$ cat config.mk
export PLATFORM = sky130hd
export DESIGN_NAME = fetch_pc_gen
export DESIGN_NICKNAME = d
export VERILOG_FILES = /design/src/rtl/fetch_pkg.sv /design/src/rtl/fetch_btb.sv /design/src/rtl/fetch_pc_gen.sv
export SDC_FILE = /design/constraint.sdc
export NUM_CORES = 1
export LEC_CHECK = 0
export CELL_PAD_IN_SITES_DETAIL_PLACEMENT = 1
export CELL_PAD_IN_SITES_GLOBAL_PLACEMENT = 1
export CORE_ASPECT_RATIO = 0.7
export CORE_UTILIZATION = 26
export DETAILED_ROUTE_END_ITERATION = 8
export PLACE_DENSITY = 0.95
export SETUP_SLACK_MARGIN = 0.2
export SYNTH_ARGS = -nofsm -noshare
export SYNTH_HDL_FRONTEND = slang
export SYNTH_SLANG_ARGS = --single-unit
$ cat constraint.sdc
create_clock -name clk -period 5.86 [get_ports clk]
set_clock_uncertainty 0.05 [all_clocks]
set_input_delay 1.172 -clock clk [delete_from_list [all_inputs] [get_ports clk]]
set_output_delay 1.172 -clock clk [all_outputs]
set_load 0.005 [all_outputs]
$ cat src/rtl/fetch_pkg.sv
// Shared types and constants for the fetch next-PC generator.
package fetch_pkg;

    localparam int PC_W = 32;
    localparam logic [PC_W-1:0] PC_INC = 32'd4;

    typedef enum logic [1:0] {
        ST_BOOT  = 2'd0,
        ST_RUN   = 2'd1,
        ST_FLUSH = 2'd2
    } fetch_state_e;

    // Tag is kept full-width; the bits above the real tag are always zero.
    typedef struct packed {
        logic            valid;
        logic [PC_W-1:0] tag;
        logic [PC_W-1:0] target;
    } btb_entry_t;

    function automatic logic [PC_W-1:0] word_align(input logic [PC_W-1:0] a);
        return a & ~32'd3;
    endfunction

endpackage

$ cat src/rtl/fetch_btb.sv
// Direct-mapped branch target buffer: async-reset valid bits, combinational
// lookup, synchronous write. A same-cycle write is visible from the next cycle.
module fetch_btb
    import fetch_pkg::*;
#(
    parameter int ENTRIES    = 16,
    parameter int INDEX_BITS = 4
) (
    input  logic            clk,
    input  logic            rst,
    input  logic [PC_W-1:0] i_lkp_pc,
    output logic            o_hit,
    output logic [PC_W-1:0] o_target,
    input  logic            i_upd_valid,
    input  logic [PC_W-1:0] i_upd_pc,
    input  logic [PC_W-1:0] i_upd_target
);

    logic [ENTRIES-1:0] r_valid;
    logic [PC_W-1:0]    r_tag    [ENTRIES];
    logic [PC_W-1:0]    r_target [ENTRIES];

    logic [INDEX_BITS-1:0] w_lkp_idx;
    logic [INDEX_BITS-1:0] w_upd_idx;
    logic [PC_W-1:0]       w_lkp_tag;
    logic [PC_W-1:0]       w_upd_tag;
    btb_entry_t            w_entry;

    assign w_lkp_idx = i_lkp_pc[INDEX_BITS+1:2];
    assign w_upd_idx = i_upd_pc[INDEX_BITS+1:2];
    assign w_lkp_tag = i_lkp_pc >> (INDEX_BITS + 2);
    assign w_upd_tag = i_upd_pc >> (INDEX_BITS + 2);

    always_comb begin
        w_entry        = '0;
        w_entry.valid  = r_valid[w_lkp_idx];
        w_entry.tag    = r_tag[w_lkp_idx];
        w_entry.target = r_target[w_lkp_idx];
    end

    assign o_hit    = w_entry.valid && (w_entry.tag == w_lkp_tag);
    assign o_target = w_entry.target;

    always_ff @(posedge clk or posedge rst) begin
        if (rst) begin
            r_valid <= '0;
        end else if (i_upd_valid) begin
            r_valid[w_upd_idx] <= 1'b1;
        end
    end

    // Payload needs no reset: it is only observed through a set valid bit.
    always_ff @(posedge clk) begin
        if (i_upd_valid) begin
            r_tag[w_upd_idx]    <= w_upd_tag;
            r_target[w_upd_idx] <= word_align(i_upd_target);
        end
    end

endmodule

$ cat src/rtl/fetch_pc_gen.sv
// Fetch PC register, BOOT/RUN/FLUSH request FSM and next-PC selection.
// The BTB is built only when FETCH_BTB_EN is defined; otherwise fetch is sequential.
module fetch_pc_gen
    import fetch_pkg::*;
#(
    parameter int              BTB_ENTRIES = 16,
    parameter int              INDEX_BITS  = 4,
    parameter logic [PC_W-1:0] RESET_PC    = 32'h0000_0000
) (
    input  logic            clk,
    input  logic            rst,
    output logic [PC_W-1:0] pc,
    input  logic            pred_taken,
    output logic            fetch_valid,
    input  logic            fetch_ready,
    output logic            fetch_pred_taken,
    output logic [PC_W-1:0] fetch_pred_target,
    input  logic            redirect_valid,
    input  logic [PC_W-1:0] redirect_pc,
    input  logic            upd_valid,
    input  logic [PC_W-1:0] upd_pc,
    input  logic [PC_W-1:0] upd_target,
    output logic [1:0]      dbg_state
);

    logic [PC_W-1:0] r_pc;
    fetch_state_e    r_state;
    logic            r_fetch_valid;

    logic            w_hit;
    logic [PC_W-1:0] w_btb_target;
    logic [PC_W-1:0] w_pc_inc;
    logic            w_pred_taken;

`ifdef FETCH_BTB_EN
    fetch_btb #(
        .ENTRIES    (BTB_ENTRIES),
        .INDEX_BITS (INDEX_BITS)
    ) u_btb (
        .clk          (clk),
        .rst          (rst),
        .i_lkp_pc     (r_pc),
        .o_hit        (w_hit),
        .o_target     (w_btb_target),
        .i_upd_valid  (upd_valid),
        .i_upd_pc     (upd_pc),
        .i_upd_target (upd_target)
    );
`else
    logic w_unused_btb;
    assign w_hit        = 1'b0;
    assign w_btb_target = '0;
    assign w_unused_btb = ^{pred_taken, upd_valid, upd_pc, upd_target};
`endif

    assign w_pc_inc     = r_pc + PC_INC;
    assign w_pred_taken = w_hit & pred_taken;

    assign pc                = r_pc;
    assign fetch_valid       = r_fetch_valid;
    assign fetch_pred_taken  = w_pred_taken;
    assign fetch_pred_target = w_pred_taken ? w_btb_target : w_pc_inc;
    assign dbg_state         = r_state;

    // Handshake: a request is offered while fetch_valid=1 and is consumed on
    // any edge where fetch_ready=1; until then pc and its outputs hold.
    always_ff @(posedge clk or posedge rst) begin
        if (rst) begin
            r_pc          <= RESET_PC;
            r_state       <= ST_BOOT;
            r_fetch_valid <= 1'b0;
        end else if (redirect_valid) begin
            r_pc          <= word_align(redirect_pc);
            r_state       <= ST_FLUSH;
            r_fetch_valid <= 1'b0;
        end else begin
            case (r_state)
                ST_BOOT, ST_FLUSH: begin
                    r_state       <= ST_RUN;
                    r_fetch_valid <= 1'b1;
                end
                ST_RUN: begin
                    if (fetch_ready) begin
                        r_pc <= fetch_pred_target;
                    end
                end
                default: begin
                    r_state       <= ST_BOOT;
                    r_fetch_valid <= 1'b0;
                end
            endcase
        end
    end

endmodule

# ---- Word-level counts from Yosys, hierarchy flattened
# Cells that the tools add are included.
dict set report totals {
  ff_bits 35
  in_bits 102
  out_inout_bits 68
  word_cells 19
}
dict set report op_classes {
  reduce_logical 5
  addsub 1
  eq_ne 3
  mux 7
}
# operator n
set ops {}
lappend ops {{32-bit 2-to-1 mux} 3}
lappend ops {{32-bit by 3-bit adder with 32-bit output, second input constant} 1}
lappend ops {{2-bit one-hot mux with 2 select lines} 1}
lappend ops {{2-bit nonzero test} 2}
lappend ops {{2-bit by 1-bit == test with 1-bit output, second input constant} 1}
lappend ops {{2-bit == test, second input constant} 1}
lappend ops {{2-bit logical NOT} 1}
lappend ops {{2-bit 2-to-1 mux} 1}
lappend ops {{2-bit inequality test, second input constant} 1}
lappend ops {{1-bit one-hot mux with 2 select lines} 1}
lappend ops {{2-bit AND reduction} 1}
lappend ops {{2-bit OR reduction} 1}
lappend ops {{1-bit 2-to-1 mux} 1}

# ---- Depth between registers and ports, before layout
# Gate-level depths: netlist (run 1).
dict set report logic_depth {
  ltp_word 4
  depth_mapped 7
  depth_no_buf 6
}

# ---- Least setup slack after synthesis (run 1)
# No wires, ideal clock.
dict set report synth_timing {
  path_type {register -> output}
  start {register r_pc[2], in the netlist pc[2]}
  end {output port fetch_pred_target[28]}
  t_arrival_ns 1.681
  n_path_buf 0
  path_stages_with_launch 7
  required_ns 4.638
  path_slack_ns 2.957
  path_cell_list {dfrtp_1 -> ha_1 -> nand3_1 -> nor4_4 -> nand3_2 -> nor3_2 -> xor2_1}
}
dict set report synth_via {
  elab_chain_len 1
}
# item line
set synth_rtl {}
lappend synth_rtl {{from (decl)} fetch_pc_gen.sv:26} ;# logic [PC_W-1:0] r_pc;
lappend synth_rtl {{from (signal assigned)} fetch_pc_gen.sv:73} ;# r_pc <= word_align(redirect_pc);
lappend synth_rtl {{from (signal assigned)} fetch_pc_gen.sv:84} ;# r_pc <= fetch_pred_target;
lappend synth_rtl {{32-bit by 3-bit adder with 32-bit output} fetch_pc_gen.sv:56} ;# assign w_pc_inc = r_pc + PC_INC;
lappend synth_rtl {{to (decl)} fetch_pc_gen.sv:17} ;# output logic [PC_W-1:0] fetch_pred_target,
# Every way passes these cells.

# ---- Worst setup path in the final report (run 1)
# Same ends and word-level chain as after synthesis.

==> out/metrics.yaml, run 1 <==
postCtsSetupBuffers: 0
rr_startpoint: "pc[13]"
avgSynthCellArea_sq_um: 8.49
syn2layout_area_growth_pct: 47.4
async_reset_ff_frac: 1.00
syn_area_sq_um: 2370
post-route-period-util: 0.704
synth_seq_cells: 32
port_buffers: 96
crit_buf_inv: 2
hp-class: "flop to flop"
synth_simple_gate_area_frac: 0.301
crit_path_max_incr_delay_ns: 0.52
rsz0062_at_grt: "false"
drive_gt1_frac: 0.0583
first_global_vias: 2287
vias_per_cell: 4.87
setup_viol: 0
cp.arrival_ns: 2.90
clkTransAtPathRegs_ns: 0.05
yosys_warnings: 0
drcViolationCount: 0
cts_buffer_depth: 2
clock_latency_ns: 0.27
pre_cts_ws_ns: 2.00
worstSetupStartpointType: "flop"
hold_violations: 0
worst_ep_required_time_ns: 4.64
crit_path_end: "fetch_pred_target[28]"
cts_htree_levels: 2
synth_top_area_cell: "dfrtp_1"
synth_ff_type: "dfrtp_1"
ys_seq_area_frac: 0.338
crit_chain: "ha_1, nand3_1, nor4_4, buf_4, nand3_2, nor3_2, xor2_1, clkdlybuf4s50_1"
tightest_slew_ns: 1.01
synth_xor_area_frac: 0.211
grt.overflow.total: 0
crit_start: "pc[2]"
dp_hpwl_um: 5900
synthTopCellsByCount: "45 x nand2_1, 32 x dfrtp_1, 32 x xor2_1"
period_minus_slack_ns: 4.12
powerDensity_nw_per_um2: 209
nets: 462
vias: 2336
cp-end-kind: "primary output"
ant_nets: 0
p_leak_nw: 1.30
hp-start: "dbg_state[1]"
synth_most_common_cell: "nand2_1"
synth-compound-area-share: 0.0634
setup-tns-final_ns: 0
crit_type: "flop to primary output"
synth_top_family_by_area: "simple AND/OR/NAND/NOR gates"
slew-limit-headroom: 0.325
cap_violations: 0
core_sq_um: 8650
n_antenna_cell: 0
crit_fanout: 13
grt_max_degree: 62
cts_tree: "yes"
io_pins: 170
placed_cells: 472
routedWlPerCell_um: 16.2
antenna_found_initial: 0
wirelength_um: 7760
post_cts_resized: 0
cp_slowest_cell: "clkdlybuf4s50_1"
clock-sinks: 32
max-vdd-ir-drop_uv: 96.1
gp_congestion: 0.795
holdBufCountCts: 0
grt.total_usage: 0.166
synth_area_leaders: "dfrtp_1 34%, xor2_1 12%, xnor2_1 9.2%, nand2_1 7.1%, nand4_1 4.2%"
timing.rr.end: "pc[31]"
fmax_mhz: 243
synth_cell_types: 37
synthMuxAreaShare: 0.00898
setup_ws_ns: 1.74
drtIter0Drc: 73
syn_inst: 279
cp.depth: 8
die_w_um: 116
synth_edf_count: 0
cts_buffers: 5
synth_top_area_frac: 0.338
die_area_sq_um: 9510
instances_no_fill: 480
drv_slew: 0
synth_adder_area_share: 0.00528
rows: 28
r2r_cells: 5
cts-root-buf: "clkbuf_16"
ff2ff_setup_slack_ns: 3.54
drt-pass1-iter-count: 4
die_h_um: 81.9
status: "finished clean"
grt_pass1_wl_um: 11900
start_util: 0.274
crit_family: "simple AND/OR/NAND/NOR gates"
## placed cells by master, fill, tap and decap left out, types with 3 or more instances in the layout
master	count
clkbuf_16	5
nand3_1	16
and4_1	4
nor3_1	5
nor4_1	5
dfrtp_1	32
clkdlybuf4s50_1	95
nand4_1	16
and3_1	3
conb_1	5
o21ai_0	12
o21ai_1	17
xor2_1	32
nand2_1	45
nor2_1	13
xnor2_1	25
## per-stage QoR
step | total power, mW | instance area, sq um | utilization | hold slack, ns
after global routing | 0.770 | 3490 | 0.404 | 0.457
after CTS | 0.741 | 3490 | 0.404 | 0.440
after global placement | 0.470 | 3350 | 0.387 | 0.415
after floorplan | 0.355 | 2380 | - | 0.425
final | 0.730 | 3490 | 0.404 | 0.438
after detailed placement | 0.478 | 3350 | 0.387 | 0.433
## where the power goes
| part | switching [mW] | total (mW) | internal (mW) |
|---|---|---|---|
| Clock | 0.0882 | 0.257 | 0.169 |
| Sequential | 0.0468 | 0.288 | 0.241 |
| Combinational | 0.0679 | 0.185 | 0.117 |
## worst reg2reg max path, cell delays in order, from the launching register on
cell and delay, ns:
dfrtp_1 0.51, nand2_1 0.24, nor4_4 0.86, nand4_1 0.22, xor2_1 0.20, o21ai_1 0.08
## area by class of cell
class                           instances  area, sq um
Clock buffer                            8          146
Tap cell                              120          150
Timing Repair Buffer                   98          971
Multi-Input combinational cell        220         1420
Sequential cell                        32          801
Fill cell                            1024         5160
Inverter                                2         7.51
## cells by family after synthesis
group / count (synthesis)
compound gates: 30
flops: 32
fa+ha+maj: 1
other cells: 1
mux: 2
simple gates: 125
xor+xnor: 57
buf+inv: 31
## flip-flops by register name, summed over array words and instances, names as in the netlist
register / count
dbg_state: 2
pc: 30
## how the worst min path moves through the flow
| stage | endpoint | slack [ns] | cells past startpoint |
|---|---|---|---|
| floorplan | dbg_state[0] | 0.43 | 1 |
| global placement | dbg_state[0] | 0.41 | 1 |
| detailed placement | dbg_state[0] | 0.43 | 1 |
| CTS | dbg_state[0] | 0.44 | 1 |
| global route | dbg_state[0] | 0.46 | 1 |
| finish | dbg_state[0] | 0.44 | 1 |
## per-layer routing
metal	part of all wire	up-vias	GRT usage
met2	0.48	68	0.282
met3	0.053	4	0.0362
met5	0	-	0
li1	-	1101	-
met1	0.46	1163	0.219
met4	0.0044	0	0.0308
Note: power is estimated with default switching activity, not from simulation.
==> run 2, diff against run 1 <==
--- a/config.mk
+++ b/config.mk
@@ -8,9 +8,9 @@
 export CELL_PAD_IN_SITES_DETAIL_PLACEMENT = 1
 export CELL_PAD_IN_SITES_GLOBAL_PLACEMENT = 1
 export CORE_ASPECT_RATIO = 0.7
-export CORE_UTILIZATION = 26
+export CORE_UTILIZATION = 21
 export DETAILED_ROUTE_END_ITERATION = 8
-export PLACE_DENSITY = 0.95
+export PLACE_DENSITY = 0.85
 export SETUP_SLACK_MARGIN = 0.2
 export SYNTH_ARGS = -nofsm -noshare
 export SYNTH_HDL_FRONTEND = slang
==> constraint.sdc (replaced) <==
create_clock -name clk -period 3.7 [get_ports clk]
set_clock_uncertainty 0.05 [all_clocks]
set_input_delay 0.74 -clock clk [delete_from_list [all_inputs] [get_ports clk]]
set_output_delay 0.74 -clock clk [all_outputs]
set_load 0.005 [all_outputs]
==> run 2 against run 1 <==
Routed wire length rose by 11%. Register-to-register slack got worse by 1.9 ns. Clock-buffer cell count fell by 2. Critical path depth fell by 3. Largest cell class unchanged. Cell count rose by 8.3%. Die area rose by 23%. Sequential share of layout area fell by 0.64 points. Clock power rose by 56%. Combinational power rose by 68%. Highest routed layer unchanged. Power rose by 59%. Sequential cell count did not move. Final area rose by 3.0%.
==> out/metrics.yaml, run 2 (synthesized netlist as in run 1, its figures left out) <==
status: "finished clean"
gp_congestion: 0.773
fin_util: 0.327
rows: 32
die_area_sq_um: 11700
crit_type: "flop to primary output"
setup_ws_ns: 0.317
grt.overflow.total: 0
cts_tree: "yes"
cap_violations: 0
post-route-period-util: 0.914
p_seq_frac: 0.387
drtIter0Drc: 49
vias: 2351
period_minus_slack_ns: 3.38
core_sq_um: 11000
multi_input_area_sq_um: 1430
nFillCells: 1282
ant_nets: 0
syn2layout_area_growth_pct: 51.8
port_buffers: 96
holdBufCountCts: 0
clock_latency_ns: 0.28
io_pins: 170
hold_violations: 0
vias_per_cell: 4.52
setup-tns-final_ns: 0
drcViolationCount: 0
p_sw_uw: 342
hp-start: "dbg_state[1]"
dp_hpwl_um: 6510
final_common_cell: "clkdlybuf4s50_1"
wirelength_um: 8580
drv_slew: 0
crit_fanout: 11
grt_pass1_wl_um: 13700
setup_viol: 0
power_mw: 1.16
nets: 470
tightest_slew_ns: 0.824
rr_startpoint: "pc[3]"
start_util: 0.215
clock-sinks: 32
clkTransAtPathRegs_ns: 0.06
rsz0062_at_grt: "false"
worstSetupStartpointType: "flop"
instances_no_fill: 520
antenna_found_initial: 0
grt.total_usage: 0.155
worst_ep_required_time_ns: 2.91
final_cell_area_sq_um: 3600
max-vdd-ir-drop_uv: 149
routedWlPerCell_um: 16.5
die_h_um: 90.9
cts_buffer_depth: 2
powerDensity_nw_per_um2: 323
slew-limit-headroom: 0.450
grt_max_degree: 33
clkPwrFrac: 0.345
fmax_mhz: 296
cts_buffers: 5
largest_reg_flops: 30
drt-pass1-iter-count: 4
first_global_vias: 2406
p_sw_frac: 0.295
die_w_um: 129
placed_cell_area_sq_um: 3440
placed_cells: 512
crit_start: "pc[15]"
p_comb_frac: 0.267
p_leak_nw: 1.34
seqCellArea_sq_um: 802
pre_cts_ws_ns: 0.547
cts-root-buf: "clkbuf_16"
cp.arrival_ns: 2.59
internal_power_uw: 818
mostFrequentLayoutCells: "95 x clkdlybuf4s50_1, 45 x nand2_1, 32 x xor2_1, 31 x dfrtp_1, 25 x xnor2_1"
cts_htree_levels: 2
drive_gt1_frac: 0.0872
hold_ws_ns: 0.433
cp-end-kind: "primary output"
n_antenna_cell: 0
hp-class: "flop to flop"
[run 2: layer usage]
layer | part of all wire | GRT usage | vias to the layer above
li1 | - | - | 1118
met1 | 0.48 | 0.213 | 1152
met2 | 0.46 | 0.244 | 71
met3 | 0.054 | 0.0403 | 10
met4 | 0.010 | 0.0294 | 0
met5 | 0 | 0 | -
[run 2: repair_timing]
item,4_1_cts,5_1_grt
resized for setup,0,4
buffers inserted,0,1
endpoints found under the setup margin,0,6
[run 2: path summary, 6_finish.rpt]
kind	slack, ns	cells past startpoint	endpoint
min reg2reg	0.43	1	dbg_state[0]
max reg2reg	1.61	7	pc[22]
min	0.43	1	dbg_state[0]
max in group asynchronous	2.43	3	pc[3]
min in group asynchronous	0.83	3	pc[9]
max	0.32	5	fetch_pred_target[29]
[run 2: cell type report]
class | instances | area share
multi-input combinational | 220 | 0.398
timing repair buffer | 106 | 0.287
sequential | 32 | 0.223
tap | 153 | 0.0532
clock buffer | 6 | 0.0358
inverter | 2 | 0.00209
clock inverter | 1 | 0.00139
[run 2: worst max-delay path, stage by stage, from the launching register on]
cell and delay, ns:
dfrtp_1 0.52, and4_1 0.31, and3_1 0.53, nand3_1 0.18, xnor2_1 0.23, clkdlybuf4s50_1 0.54
[run 2: power groups by stage]
stage	clock network (mW)	registers, mW	logic [mW]
after floorplan	0	0.432	0.130
after global placement	0	0.451	0.305
after detailed placement	0	0.455	0.313
after CTS	0.418	0.449	0.315
after global routing	0.436	0.457	0.338
final	0.401	0.450	0.310
